[config.mk]
export PLATFORM = sky130hd
export DESIGN_NAME = shift_exec_stage
export DESIGN_NICKNAME = d
export VERILOG_FILES = /design/src/rtl/shift_exec_pkg.sv /design/src/rtl/shift.sv /design/src/rtl/shift_exec_stage_word_adjust.sv /design/src/rtl/shift_exec_stage.sv
export SDC_FILE = /design/constraint.sdc
export NUM_CORES = 1
export LEC_CHECK = 0
export ABC_AREA = 1
export BUFFER_PORTS_ARGS = -buffer_cell sky130_fd_sc_hd__buf_2
export CORE_UTILIZATION = 25
export CTS_BUF_LIST = sky130_fd_sc_hd__clkbuf_16
export DETAILED_ROUTE_END_ITERATION = 8
export SYNTH_ARGS = -nofsm -noshare
export SYNTH_HDL_FRONTEND = slang
export SYNTH_SLANG_ARGS = --single-unit
export TNS_END_PERCENT = 50
[constraint.sdc]
create_clock -name clk -period 1.5 [get_ports clk]
set_input_delay 0.225 -clock clk [delete_from_list [all_inputs] [get_ports clk]]
set_output_delay 0.225 -clock clk [all_outputs]
set_load 0.03 [all_outputs]
[src/rtl/shift_exec_pkg.sv]
// Shared types and helpers for the shift execute stage: decoded op encoding,
// funct3 constants and the shift-amount width for a given XLEN.
package shift_exec_pkg;

   typedef enum logic [1:0] {
      OP_SLL = 2'd0,
      OP_SRL = 2'd1,
      OP_SRA = 2'd2,
      OP_ILL = 2'd3
   } op_e;

   localparam logic [2:0] F3_SLL = 3'b001;
   localparam logic [2:0] F3_SR  = 3'b101;

   function automatic int shamt_width(input int xlen);
      if (xlen >= 128)
         return 7;
      else if (xlen >= 64)
         return 6;
      else
         return 5;
   endfunction

endpackage

[src/rtl/shift.sv]
// Existing combinational log-stage barrel shifter; LEFT selects direction and
// arith requests sign fill on right shifts.
module Shift
   import shift_exec_pkg::*;
#(
   parameter int XLEN = 32,
   parameter bit LEFT = 1'b1
) (
   input  logic [XLEN-1:0]              a,
   input  logic [shamt_width(XLEN)-1:0] shamt,
   input  logic                         arith,
   output logic [XLEN-1:0]              result
);
   localparam int SHW = shamt_width(XLEN);

   logic [XLEN-1:0] stage;
   logic            fill;

   // Each shamt bit enables one power-of-two stage; right shifts OR in the
   // sign bits over the vacated positions when fill is requested.
   always_comb begin
      stage = a;
      fill  = !LEFT && arith && a[XLEN-1];
      for (int i = 0; i < SHW; i++) begin
         if (shamt[i]) begin
            if (LEFT)
               stage = stage << (1 << i);
            else
               stage = (stage >> (1 << i)) |
                       (fill ? ~({XLEN{1'b1}} >> (1 << i)) : '0);
         end
      end
      result = stage;
   end

endmodule

[src/rtl/shift_exec_stage_word_adjust.sv]
// W-variant conditioning: 32-bit operand extension before the shift and
// sign extension of the low word after it. Only built with SHIFT_EXEC_WORD_OPS_EN.
module shift_word_adjust #(
   parameter int XLEN = 64
) (
   input  logic            word,
   input  logic            sra,
   input  logic [XLEN-1:0] a,
   output logic [XLEN-1:0] operand,
   input  logic [XLEN-1:0] raw,
   output logic [XLEN-1:0] result
);
   if (XLEN < 64) begin : g_bad_xlen
      $error("shift_word_adjust: word ops need XLEN >= 64");
   end

   always_comb begin
      operand = a;
      result  = raw;
      if (word) begin
         operand = sra ? XLEN'($signed(a[31:0])) : XLEN'(a[31:0]);
         result  = XLEN'($signed(raw[31:0]));
      end
   end

endmodule

[src/rtl/shift_exec_stage.sv]
// Two-stage pipelined shift execute unit with valid/ready on both sides.
// Optional W-variant support is enabled by defining SHIFT_EXEC_WORD_OPS_EN.
module shift_exec_stage
   import shift_exec_pkg::*;
#(
   parameter int XLEN  = 32,
   parameter int TAG_W = 5
) (
   input  logic             clk,
   input  logic             rst_n,
   input  logic             flush,
   input  logic             in_valid,
   output logic             in_ready,
   input  logic [2:0]       in_funct3,
   input  logic             in_funct7b5,
   input  logic             in_word,
   input  logic [XLEN-1:0]  in_a,
   input  logic [XLEN-1:0]  in_b,
   input  logic [TAG_W-1:0] in_tag,
   output logic             out_valid,
   input  logic             out_ready,
   output logic [XLEN-1:0]  out_result,
   output logic [TAG_W-1:0] out_tag,
   output logic             out_illegal
);
   localparam int SHW = shamt_width(XLEN);
   localparam logic [SHW-1:0] WORD_MASK = SHW'(31);

   if (XLEN != 32 && XLEN != 64 && XLEN != 128) begin : g_bad_xlen
      $error("shift_exec_stage: XLEN must be 32, 64 or 128");
   end

   op_e             dec_op;
   logic [SHW-1:0]  dec_shamt;
   logic            s1_valid;
   logic            s2_valid;
   op_e             s1_op;
   logic [XLEN-1:0] s1_a;
   logic [SHW-1:0]  s1_shamt;
   logic [TAG_W-1:0] s1_tag;
   logic            s1_adv;
   logic            s2_adv;
   logic [XLEN-1:0] sh_in;
   logic [XLEN-1:0] sh_raw;
   logic [XLEN-1:0] sh_out;
   logic [XLEN-1:0] left_res;
   logic [XLEN-1:0] right_res;
   logic [XLEN-1:0] s1_result;
   logic            unused_b;

   assign unused_b  = ^in_b[XLEN-1:SHW];
   assign s2_adv    = !s2_valid || out_ready;
   assign s1_adv    = !s1_valid || s2_adv;
   assign in_ready  = s1_adv;
   assign out_valid = s2_valid;

   // Decode and mask the shift amount at issue so S1 holds only what the
   // shifter needs.
   always_comb begin
      dec_op    = OP_ILL;
      dec_shamt = in_b[SHW-1:0];
      if (in_funct3 == F3_SLL && !in_funct7b5)
         dec_op = OP_SLL;
      else if (in_funct3 == F3_SR)
         dec_op = in_funct7b5 ? OP_SRA : OP_SRL;
`ifdef SHIFT_EXEC_WORD_OPS_EN
      if (in_word)
         dec_shamt = in_b[SHW-1:0] & WORD_MASK;
`else
      if (in_word)
         dec_op = OP_ILL;
`endif
   end

`ifdef SHIFT_EXEC_WORD_OPS_EN
   logic s1_word;

   shift_word_adjust #(.XLEN(XLEN)) u_word (
      .word    (s1_word),
      .sra     (s1_op == OP_SRA),
      .a       (s1_a),
      .operand (sh_in),
      .raw     (sh_raw),
      .result  (sh_out)
   );
`else
   assign sh_in  = s1_a;
   assign sh_out = sh_raw;
`endif

   Shift #(.XLEN(XLEN), .LEFT(1'b1)) u_left (
      .a      (sh_in),
      .shamt  (s1_shamt),
      .arith  (1'b0),
      .result (left_res)
   );

   Shift #(.XLEN(XLEN), .LEFT(1'b0)) u_right (
      .a      (sh_in),
      .shamt  (s1_shamt),
      .arith  (s1_op == OP_SRA),
      .result (right_res)
   );

   assign sh_raw    = (s1_op == OP_SLL) ? left_res : right_res;
   assign s1_result = (s1_op == OP_ILL) ? '0 : sh_out;

   // Flush wins over everything; otherwise each stage loads when the stage
   // downstream of it is free or draining this cycle.
   always_ff @(posedge clk or negedge rst_n) begin
      if (!rst_n) begin
         s1_valid    <= 1'b0;
         s2_valid    <= 1'b0;
         s1_op       <= OP_SLL;
         s1_a        <= '0;
         s1_shamt    <= '0;
         s1_tag      <= '0;
`ifdef SHIFT_EXEC_WORD_OPS_EN
         s1_word     <= 1'b0;
`endif
         out_result  <= '0;
         out_tag     <= '0;
         out_illegal <= 1'b0;
      end else if (flush) begin
         s1_valid <= 1'b0;
         s2_valid <= 1'b0;
      end else begin
         if (s1_adv) begin
            s1_valid <= in_valid;
            if (in_valid) begin
               s1_op    <= dec_op;
               s1_a     <= in_a;
               s1_shamt <= dec_shamt;
               s1_tag   <= in_tag;
`ifdef SHIFT_EXEC_WORD_OPS_EN
               s1_word  <= in_word;
`endif
            end
         end
         if (s2_adv) begin
            s2_valid <= s1_valid;
            if (s1_valid) begin
               out_result  <= s1_result;
               out_tag     <= s1_tag;
               out_illegal <= (s1_op == OP_ILL);
            end
         end
      end
   end

endmodule

==> results.ini <==
[global_route]
grt_pass1_vias = 7673
grt_usage = 0.1962
gr-total-overflow = 0
antenna_found_initial = 0
grt_max_degree = 45
grt_pass1_wl_microns = 40280

[outcome]
violations = setup timing
status = finished, violations left

[sta]
finalCritPeriodShare = 1.179
finalSetupViolCount = 32
hold_violations = 0
fin_ws_ps = -269.1
slew_headroom = 0.5772
drv_slew = 0
rsz0062_at_grt = yes
fin_skew_ps = 13.45
max_freq_ghz = 0.5652
finalCriticalPeriod_ps = 1769
tightest_slew_ps = 627.5

[synth]
yosys_warnings = 0
yosysMostFrequentCell = nand2_1
yosysTopAreaCell = dfrtp_1
async_flop_share = 1.000
synth-seq-area-share = 0.3274
synth_cells = 1059
synth.ff_latch_count = 84
ys_types = 26
syn_nets = 1138
synth_edf_count = 0
synth_top_area_frac = 0.3274
synth_area_per_cell_sq_um = 6.063
synthTopCellsByCount = nand2_1 (411), nand3_1 (329), dfrtp_1 (84), nor2_1 (45), clkbuf_1 (33)
synth_area_leaders = dfrtp_1 (33%), nand3_1 (26%), nand2_1 (24%), nor2_1 (2.6%), o21ai_0 (2.2%)
synth_area_sq_mm = 0.006421
ys_dominant_reg_cell = dfrtp_1

[worst_setup_path]
worstReg2RegEnd = out_result[7]
crit_cells = 10
start_kind = flop
critPathLaunch = s1_shamt[0]
critPathKind = flop to flop
crit_required_ps = 1800
crit_slowest_cell = dfrtp_2
r2r_start = s1_shamt[0]
critPathArrivalTime_ps = 2070
reg2reg_slack_ps = -270
path_buf_inv = 2
cp_cell_sequence = inv_4 > buf_12 > nor2_1 > nor2_1 > nand2_1 > nand3_1 > nand2_2 > o211ai_1 > nand3_1 > nand2_1
r2r_cells = 10
crit_end = out_result[7]
crit_fanout = 13
max_stage_delay_ps = 450
critPathCaptureType = flop
cpLargestDelayFamily = simple AND/OR/NAND/NOR gates

[clock_tree]
cts_root_buf = clkbuf_16
path_clk_slew_ps = 70
cts_buffers = 9
clock_latency_ps = 360
cts_tree = done
cts_sinks = 84
htreeDepth = 3
clk_path_buf_depth = 2

[finish]
syn2layout_area_growth_pct = 43.36
fin_nets = 1270
antenna_cells = 0
drive_above_1_share = 0.3344
fillers = 2702
fin_area_sq_mm = 0.009205
final_util = 0.3655
fin_cells = 1526

[die]
io_pins = 119
rows = 58
core-area_sq_mm = 0.02518
die_h_microns = 162.3
dieArea_sq_mm = 0.02633
start_util = 0.2550
die_w_microns = 162.3

[routing]
drt_wl_total_microns = 25400
wire_per_inst_microns = 16.64
dr.pass1.iters = 5
ant_nets = 0
vias = 7971
avgViaCountPerCell = 5.223
drc = 0
drtIter0Drc = 775

[power]
vdd_drop_max_uv = 555.1
power.density_mw_per_mm2 = 1134
power.total_mw = 10.44
leakagePower_nw = 4.685

[placement]
dpl_worst_slack_ps = -276.8
dp.cells = 1493
hpwlAfterDp_microns = 18400
placed_cell_area_sq_mm = 0.007750
port_buffers = 91
globalplace.congestion = 0.9445

[job]
max-cap-violations = 0

[worst_hold_path]
hp-class = input pin to flop
worstHoldStart = in_a[16]

[logic make-up (layout without fill, tap and decap cells)]
family | count (synthesis) | after routing | synth area share
AND/OR/NAND/NOR | 801 | 801 | 0.5390
buffers and inverters | 101 | 238 | 0.07073
flip-flops | 84 | 84 | 0.3274
AO/OA/AOI/OAI | 71 | 71 | 0.05982
XOR/XNOR | 1 | 1 | 0.001364
multiplexers | 1 | 1 | 0.001754
[registers in the layout, summed over array words and instances (netlist names)]
register     flops
out_result      32
s1_a            32
out_tag          5
s1_shamt         5
s1_tag           5
s1_op            2
out_illegal      1
out_valid        1
s1_valid         1
[placed cells by master, fill, tap and decap left out, types with 10 or more instances in the layout]
cell type and count:
inv_1 25, nor2_2 13, clkbuf_16 10, nand2_1 361
nand3_1 222, dfrtp_1 81, a21oi_1 17, nand3_2 103
buf_2 89, o21ai_0 25, nand2_2 41, buf_12 17
buf_4 73, nor2_1 33
[metrics by stage]
stage | hold WS, ps | TNS, ps
after global routing | 56.72 | -8302
after CTS | 46.83 | -4323
final | 60.24 | -4868
after global placement | 182.6 | -4916
after detailed placement | 179.7 | -5578
after floorplan | -70.59 | 0
[power by group]
group	leakage (nW)	switching (mW)	total [mW]	internal (mW)
Combinational	3.46	3.34	5.25	1.91
Clock	0.152	1.00	2.31	1.30
Sequential	1.07	0.312	2.89	2.58
[layer usage]
metal,global-route usage,up-vias,routed length (microns)
met1,0.2505,3751,10630
met5,0,-,0
met2,0.3172,329,11990
met4,0.1085,0,1314
met3,0.02860,81,1465
li1,-,3810,-
[repair_timing]
action | CTS | global route
buffers inserted | 5 | 7
pin swaps | 14 | 17
gates cloned | 4 | 1
gates resized for setup | 118 | 108
endpoints found under the hold margin | 20 | 0
hold buffers | 1 | 0
setup endpoints to repair | 33 | 38
[worst min path at each step]
stage                  endpoint  slack [ps]  cells past startpoint
finish                 s1_a[16]          60                      3
global route           s1_a[12]          60                      3
CTS                    s1_a[12]          50                      3
detailed placement     s1_a[10]         180                      1
global placement       s1_a[10]         180                      1
floorplan           out_illegal         -70                      0
[worst min-delay path, delay by kind of cell]
family                 cells  cell delay, ps
AND/OR/NAND/NOR            2              80
buffers and inverters      1              70
[area by class of cell]
type                            count  area, sq um  share of cell area
Sequential cell                    84         2106              0.2288
Inverter                           31        125.1             0.01359
Clock inverter                      7        73.82            0.008020
Timing Repair Buffer              191         1554              0.1688
Multi-Input combinational cell    874         4708              0.5115
Clock buffer                        9        225.2             0.02447
Tap cell                          330        412.9             0.04486
(Power assumes the default switching activity.)
